## src/rtl/fifo_ctrl.sv

```systemverilog
// 16x9 FIFO controller driving an external storage array.
// Pointers and occupancy are registered; flags decode from the registered count.
// Read data is captured from the array on an accepted pop and presented one cycle later.
module fifo_ctrl #(
  parameter int unsigned AF_LEVEL = 14,
  parameter int unsigned AE_LEVEL = 2
) (
  input  logic       clk,
  input  logic       rst,
  input  logic       push,
  input  logic [8:0] data_in,
  input  logic       pop,
  output logic [8:0] data_out,
  output logic       valid_out,
  output logic       full,
  output logic       empty,
  output logic       almost_full,
  output logic       almost_empty,
  output logic [4:0] count,
  output logic       overflow,
  output logic       underflow,
  output logic [3:0] mem_waddr,
  output logic [8:0] mem_wdata,
  output logic       mem_we,
  output logic [3:0] mem_raddr,
  output logic       mem_re,
  input  logic [8:0] mem_rdata
);

  localparam logic [4:0] DEPTH = 5'd16;
  localparam logic [4:0] AF_L  = 5'(AF_LEVEL);
  localparam logic [4:0] AE_L  = 5'(AE_LEVEL);

  logic [3:0] wr_ptr_q, rd_ptr_q;
  logic [4:0] count_q, count_d;
  logic [8:0] data_out_q;
  logic       valid_out_q, overflow_q, underflow_q;
  logic       push_ok, pop_ok;

  // Accept decisions; held off while reset is asserted so the array is never touched.
  // A push into a full FIFO is allowed when a pop frees a slot in the same cycle.
  always_comb begin
    pop_ok  = pop && !rst && (count_q != '0);
    push_ok = push && !rst && ((count_q != DEPTH) || pop_ok);
  end

  // Next occupancy: simultaneous push and pop leaves it unchanged.
  always_comb begin
    count_d = count_q;
    case ({push_ok, pop_ok})
      2'b10:   count_d = count_q + 5'd1;
      2'b01:   count_d = count_q - 5'd1;
      default: count_d = count_q;
    endcase
  end

  // Pointer, occupancy, read-data and status-pulse registers.
  always_ff @(posedge clk or posedge rst) begin
    if (rst) begin
      wr_ptr_q    <= '0;
      rd_ptr_q    <= '0;
      count_q     <= '0;
      data_out_q  <= '0;
      valid_out_q <= 1'b0;
      overflow_q  <= 1'b0;
      underflow_q <= 1'b0;
    end else begin
      if (push_ok) wr_ptr_q <= wr_ptr_q + 4'd1;
      if (pop_ok) begin
        rd_ptr_q   <= rd_ptr_q + 4'd1;
        data_out_q <= mem_rdata;
      end
      count_q     <= count_d;
      valid_out_q <= pop_ok;
      overflow_q  <= push && !push_ok;
      underflow_q <= pop && !pop_ok;
    end
  end

  // Array ports and flag decode.
  always_comb begin
    mem_we       = push_ok;
    mem_waddr    = wr_ptr_q;
    mem_wdata    = data_in;
    mem_re       = pop_ok;
    mem_raddr    = rd_ptr_q;
    data_out     = data_out_q;
    valid_out    = valid_out_q;
    overflow     = overflow_q;
    underflow    = underflow_q;
    count        = count_q;
    full         = (count_q == DEPTH);
    empty        = (count_q == '0);
    almost_full  = (count_q >= AF_L);
    almost_empty = (count_q <= AE_L);
  end

endmodule

```

## config.mk

```make
export PLATFORM = sky130hd
export DESIGN_NAME = fifo_ctrl
export DESIGN_NICKNAME = d
export VERILOG_FILES = /design/src/rtl/fifo_ctrl.sv
export SDC_FILE = /design/constraint.sdc
export NUM_CORES = 1
export LEC_CHECK = 0
export ABC_AREA = 1
export BUFFER_PORTS_ARGS = -buffer_cell sky130_fd_sc_hd__clkbuf_2
export CORE_MARGIN = 4
export CORE_UTILIZATION = 45
export DETAILED_ROUTE_END_ITERATION = 8
export PLACE_DENSITY_LB_ADDON = 0.3
export SYNTH_ARGS = -nofsm -noshare
export SYNTH_HDL_FRONTEND = slang
export SYNTH_SLANG_ARGS = --single-unit
export TNS_END_PERCENT = 100
```

## constraint.sdc

```tcl
create_clock -name clk -period 3 [get_ports clk]
set_input_delay 0 -clock clk [delete_from_list [all_inputs] [get_ports clk]]
set_output_delay 0 -clock clk [all_outputs]
set_load 0.02 [all_outputs]
```

==> results of run 1 <==
==> critical path, cell delays in order (launching register included) <==
cell     delay, ns
dfrtp_1       0.50
inv_1         0.13
nand3_2       0.12
nand2_4       0.13
inv_4         0.19
ha_1          0.27
inv_1         0.09
fa_1          0.41
inv_1         0.07
nand2_1       0.04
nand2_1       0.08
nand2_1       0.06
nand2_1       0.05
nand2_1       0.05
nand2_1       0.05
nand2_1       0.04
==> kinds of logic (layout without fill, tap and decap cells) <==
group	Yosys count	in the layout
adders and majority gates	7	7
buffers and inverters	28	75
and+or+nand+nor	89	89
DFF	25	25
xor gates and xnor gates	5	5
AOI/OAI and AO/OA	6	6
==> power groups by stage <==
stage / Clock, mW / Combinational [mW] / Sequential (mW)
2_1_floorplan: 0 / 0.420 / 0.751
4_1_cts: 0.165 / 0.811 / 0.618
5_1_grt: 0.184 / 0.883 / 0.642
3_3_place_gp: 0 / 0.779 / 0.612
6_report: 0.164 / 0.802 / 0.618
3_5_place_dp: 0 / 0.792 / 0.625
==> metal layers <==
metal	vias to the layer above	part of all wire (%)
met3	5	5.5
met5	-	0
met1	561	40
met2	34	53
li1	582	-
met4	0	1.4
==> path summary, 6_finish.rpt <==
path | start | to | slack (ns)
setup / recovery | count[4] | count[4] | 0.62
max in group asynchronous | rst | mem_waddr[3] | 2.00
hold / removal | data_in[3] | mem_wdata[3] | 0.000007
hold reg to reg | data_out[1] | data_out[1] | 0.50
min in group asynchronous | rst | count[4] | 0.42
setup reg to reg | count[4] | count[4] | 0.62
==> flip-flops by register name, summed over array words and instances, names as in the netlist <==
| register | flops |
|---|---|
| data_out | 9 |
| count | 5 |
| mem_raddr | 4 |
| mem_waddr | 4 |
| overflow | 1 |
| underflow | 1 |
| valid_out | 1 |
==> cells in the mapped netlist <==
cell | instances | area (um2)
xnor2_1 | 3 | 26.3
buf_4 | 9 | 67.6
clkbuf_1 | 1 | 3.75
xor2_1 | 2 | 17.5
inv_4 | 1 | 6.26
ha_1 | 6 | 75.1
nand4_2 | 1 | 12.5
nand2_4 | 1 | 11.3
nand4_1 | 2 | 12.5
fa_1 | 1 | 20.0
o21ai_0 | 4 | 20.0
nand2_2 | 2 | 12.5
nor2_1 | 4 | 15.0
inv_1 | 14 | 52.6
nand3_1 | 10 | 50.1
inv_2 | 1 | 3.75
nand3b_1 | 2 | 15.0
nand2_1 | 62 | 233
or2_2 | 1 | 6.26
nor2_2 | 1 | 6.26
nor2_4 | 2 | 22.5
buf_6 | 2 | 22.5
nand3_2 | 1 | 10.0
a21oi_1 | 2 | 10.0
dfrtp_1 | 25 | 626
==> through the flow <==
step | worst slack, ns | std cells | cell area [um2]
finish | 0.621 | 238 | 1670
global route | 0.428 | 238 | 1670
CTS | 0.637 | 238 | 1670
detailed placement | 0.679 | 222 | 1520
global placement | 0.709 | 222 | 1520
floorplan | 0.773 | 160 | 1360
==> final cells by class <==
| class | count | share of cell area, % |
|---|---|---|
| repair buffers | 55 | 20.1 |
| clock buffers | 3 | 1.35 |
| well taps | 31 | 2.33 |
| clock inverters | 1 | 0.450 |
| inverters | 16 | 3.75 |
| flip-flops and latches | 25 | 37.5 |
| multi-input cells | 107 | 34.5 |
==> flow_summary_export.csv, run 1 <==
group,metric,value,unit
logic_synthesis,yosysSeqAreaShare,46.1,%
logic_synthesis,synth_cell_types,25,
cells_and_area,nets,237,
clock_network,cts_tree,"built",
global_routing,use_met3,2.70,%
power,leakagePower,0.969,nW
clock_network,postCtsSetupBuffers,0,
cells_and_area,register_area,626,um2
timing,setup_violations,0,
logic_synthesis,synth-compound-area-share,2.21,%
cells_and_area,syn_to_final_growth,22.9,%
global_routing,grt_use_met1,18.6,%
routing,totalWireLength,3.18,mm
clock_network,root_buffer,"clkbuf_4",
power,p_sw,779,uW
cells_and_area,multi_input_area,576,um2
placement,routabilityCongestion,0.912,
floorplan,start_util,48.0,%
routing,drt.antenna.violating_nets,0,
setup_path,cp.arrival,2.63,ns
setup_path,cp-end-kind,"flip-flop",
cells_and_area,drive_gt1_share,28.0,%
logic_synthesis,synth_top_family_by_area,"simple AND/OR/NAND/NOR gates",
routing,drt_iter0_drc,63,
routing,drc,0,
timing,fmax,420,MHz
global_routing,met2_usage,31.6,%
logic_synthesis,avgSynthCellArea,8.48,um2
cells_and_area,layout_common_cells,"nand2_1, clkbuf_2, dfrtp_1, inv_1, dlygate4sd3_1",
clock_network,clk_latency,0.34,ns
cells_and_area,utilization,59.0,%
cells_and_area,fillCellCount,252,
floorplan,rows,19,
outcome,outcome,"complete, no violations",
timing,fin_worst_skew,0.0117,ns
power,p_clk_share,10.4,%
clock_network,cts.clk_slew.worst_paths,0.16,ns
floorplan,die_area,0.00396,mm2
cells_and_area,n_antenna_cell,0,
timing,rsz0062_at_grt,"false",
timing,slew_violations,0,
global_routing,grt.busiest_layer,"met2",
global_routing,grt_first_pass_wirelength,5.37,mm
floorplan,fp.dieW,62.9,um
floorplan,io_pins,62,
power,p_per_area,950,mW/mm2
routing,vias_per_cell,4.97,
clock_network,h-tree-depth,1,
setup_path,start_kind,"flip-flop",
global_routing,track_usage,16.8,%
logic_synthesis,syn-cell-area,0.00136,mm2
power,p_int,805,uW
power,power_frac_comb,50.6,%
logic_synthesis,synthXorXnorAreaFrac,3.23,%
logic_synthesis,synthAdderAreaFrac,7.00,%
floorplan,core_area,0.00283,mm2
power,ir_worst_vdd,380,uV
timing,timing.hold.ws,0.00000651,ns
job,maxCapViolCount,0,
worst_hold_path,hold_path_class,"in2out",
timing,layout_worst_path_cycle_share,79.3,%
setup_path,cp.required,3.25,ns
placement,port_buffers,43,
clock_network,clockBufferDepth,2,
placement,post-dp-hpwl,2.26,mm
clock_network,cts_buffers,3,
timing,layout_min_cycle_time,2.38,ns
timing,tightest_slew,0.929,ns
clock_network,cts_resized,0,
setup_path,cp_max_fo,16,
cells_and_area,final_common_cell,"nand2_1",
routing,vias,1182,
logic_synthesis,syn_nets,189,
worst_hold_path,hold_path_depth,0,
power,seqPwrFrac,39.0,%
setup_path,worstSetupPathType,"reg2reg",
logic_synthesis,syn_inst,160,
routing,dr.pass1.iters,4,
routing,wl_per_cell,13.4,um
global_routing,grt_pass1_vias,1213,
logic_synthesis,yosysWarnings,0,
logic_synthesis,synth_mux_area_share,0,%
global_routing,grt_remaining_overflow,0,
setup_path,ff2ff_path_depth,15,
power,p_sw_share,49.2,%
global_routing,grt_max_degree,26,
floorplan,die_h,62.9,um
clock_network,clkSinkCount,25,
clock_network,hold_buffers,12,
power,total_power,1.58,mW
timing,slew_headroom,38.0,%
global_routing,antenna_found_initial,0,
logic_synthesis,ys_ff_latch,25,
timing,hold_viol_final,0,
logic_synthesis,synthSimpleGateAreaFrac,30.0,%
timing,fin_tns_setup,0,ns
No activity file was read; power rests on OpenSTA's default activity.
==> run 2, diff against run 1 <==
clock period = 2.38 ns   (was 3 ns; I/O delays follow)
==> flow_summary_export.csv, run 2 (synthesis results as in run 1) <==
group,metric,value,unit
setup_path,cp-end-kind,"flip-flop",
cells_and_area,nets,241,
routing,drc,0,
floorplan,die_h,62.9,um
setup_path,worstSetupPathType,"reg2reg",
cells_and_area,drive_gt1_share,30.3,%
cells_and_area,register_area,627,um2
power,ir_worst_vdd,476,uV
routing,dr.pass1.iters,4,
job,maxCapViolCount,0,
global_routing,grt_pass1_vias,1154,
setup_path,r2r_slack,0.14,ns
setup_path,r2r_end,"count[4]",
global_routing,antenna_found_initial,0,
global_routing,grt_max_degree,26,
worst_hold_path,min_from,"data_in[3]",
cells_and_area,n_antenna_cell,0,
timing,setup_violations,0,
timing,slew_violations,0,
timing,slew_headroom,38.8,%
timing,hold_viol_final,0,
setup_path,cp.arrival,2.48,ns
timing,rsz0062_at_grt,"false",
routing,drt.antenna.violating_nets,0,
routing,drt_iter0_drc,57,
power,leakagePower,0.986,nW
timing,fmax,446,MHz
setup_path,cp_max_fo,16,
clock_network,clockBufferDepth,2,
cells_and_area,fillCellCount,255,
worst_hold_path,hold_path_class,"in2out",
timing,layout_worst_path_cycle_share,94.3,%
cells_and_area,syn_to_final_growth,26.5,%
clock_network,clkSinkCount,25,
outcome,outcome,"complete, no violations",
placement,placed_cells,225,
setup_path,worstReg2RegStart,"count[2]",
floorplan,rows,19,
global_routing,track_usage,16.7,%
placement,routabilityCongestion,0.876,
global_routing,grt_first_pass_wirelength,5.36,mm
cells_and_area,layout_common_cells,"nand2_1, clkbuf_2, dfrtp_1, inv_1, dlygate4sd3_1",
routing,vias,1182,
setup_path,critPathLaunch,"count[2]",
worst_hold_path,holdPathEnd,"mem_wdata[3]",
placement,post-dp-hpwl,2.20,mm
setup_path,cp.required,2.61,ns
cells_and_area,final_cells,242,
clock_network,cts_buffers,3,
clock_network,root_buffer,"clkbuf_4",
timing,fin_tns_setup,0,ns
clock_network,h-tree-depth,1,
floorplan,io_pins,62,
floorplan,die_area,0.00396,mm2
floorplan,start_util,48.0,%
floorplan,fp.dieW,62.9,um
worst_hold_path,hold_path_depth,0,
global_routing,grt_remaining_overflow,0,
timing,tightest_slew,0.916,ns
routing,vias_per_cell,4.88,
placement,port_buffers,43,
power,p_per_area,1190,mW/mm2
timing,layout_min_cycle_time,2.24,ns
cells_and_area,final_common_cell,"nand2_1",
routing,totalWireLength,3.15,mm
clock_network,cts_tree,"built",
setup_path,ff2ff_path_depth,11,
clock_network,clk_latency,0.32,ns
cells_and_area,largest_reg_flops,9,
routing,wl_per_cell,13.0,um
cells_and_area,multi_input_area,592,um2
floorplan,core_area,0.00283,mm2
setup_path,start_kind,"flip-flop",
clock_network,cts.clk_slew.worst_paths,0.14,ns
timing,fin_worst_skew,0.00107,ns
run 2: routing by layer:
| layer | wire length, um | part of all wire [%] | vias to the layer above | global-route usage [%] |
|---|---|---|---|---|
| met4 | 27 | 0.86 | 0 | 4.41 |
| met1 | 1320 | 42 | 547 | 20.1 |
| met3 | 183 | 5.8 | 4 | 3.78 |
| met5 | 0 | 0 | - | 0 |
| li1 | - | - | 593 | - |
| met2 | 1620 | 51 | 38 | 29.6 |
run 2: how the worst max path moves through the flow:
stage	to	slack, ns
final	count[4]	0.14
after global routing	count[4]	0.003
after CTS	count[4]	0.07
after detailed placement	count[4]	0.06
after global placement	count[4]	0.10
after floorplan	count[4]	0.15
run 2: final cells by class:
cell class                 count  share of cell area [%]
sequential                    25                    36.5
multi-input combinational    107                    34.5
timing repair buffer          59                    21.3
inverter                      16                    3.79
tap                           31                    2.26
clock buffer                   3                    1.31
clock inverter                 1                   0.437
run 2: worst max-delay path: stages, from the launching register on:
cell     delay [ns]
dfrtp_1        0.47
nor2_4         0.20
nand3_2        0.13
nand2_4        0.18
inv_6          0.10
ha_2           0.22
ha_1           0.31
or2_2          0.30
nand3_1        0.09
nand2_1        0.05
nand2_1        0.05
nand2_1        0.05
run 2: repair_timing:
item | in CTS | in global routing
resized for setup | 1 | 4
pin swaps | 0 | 0
setup buffers | 0 | 1
gates cloned | 0 | 0
hold endpoints to repair | 36 | 0
hold buffers | 12 | 0
setup endpoints to repair | 1 | 1
run 2: where the power goes:
part	internal, mW	switching, mW	leakage (nW)
Sequential	0.582	0.164	0.310
Combinational	0.415	0.687	0.662
Clock	0.0643	0.134	0.0139
Total	1.06	0.985	0.986
run 2: per-stage QoR:
stage          setup slack (ns)  power [mW]  hold slack [ns]  util, %  cell area [um2]
3_3_place_gp              0.103        1.79         0.000236     54.4             1540
6_report                  0.136        2.05       0.00000651     60.7             1720
2_1_floorplan             0.153        1.48           0.0273        -             1360
4_1_cts                  0.0667        2.03         0.000236     59.8             1690
3_5_place_dp             0.0585        1.81         0.000236     54.4             1540
5_1_grt                 0.00348        2.23        0.0000294     60.7             1720
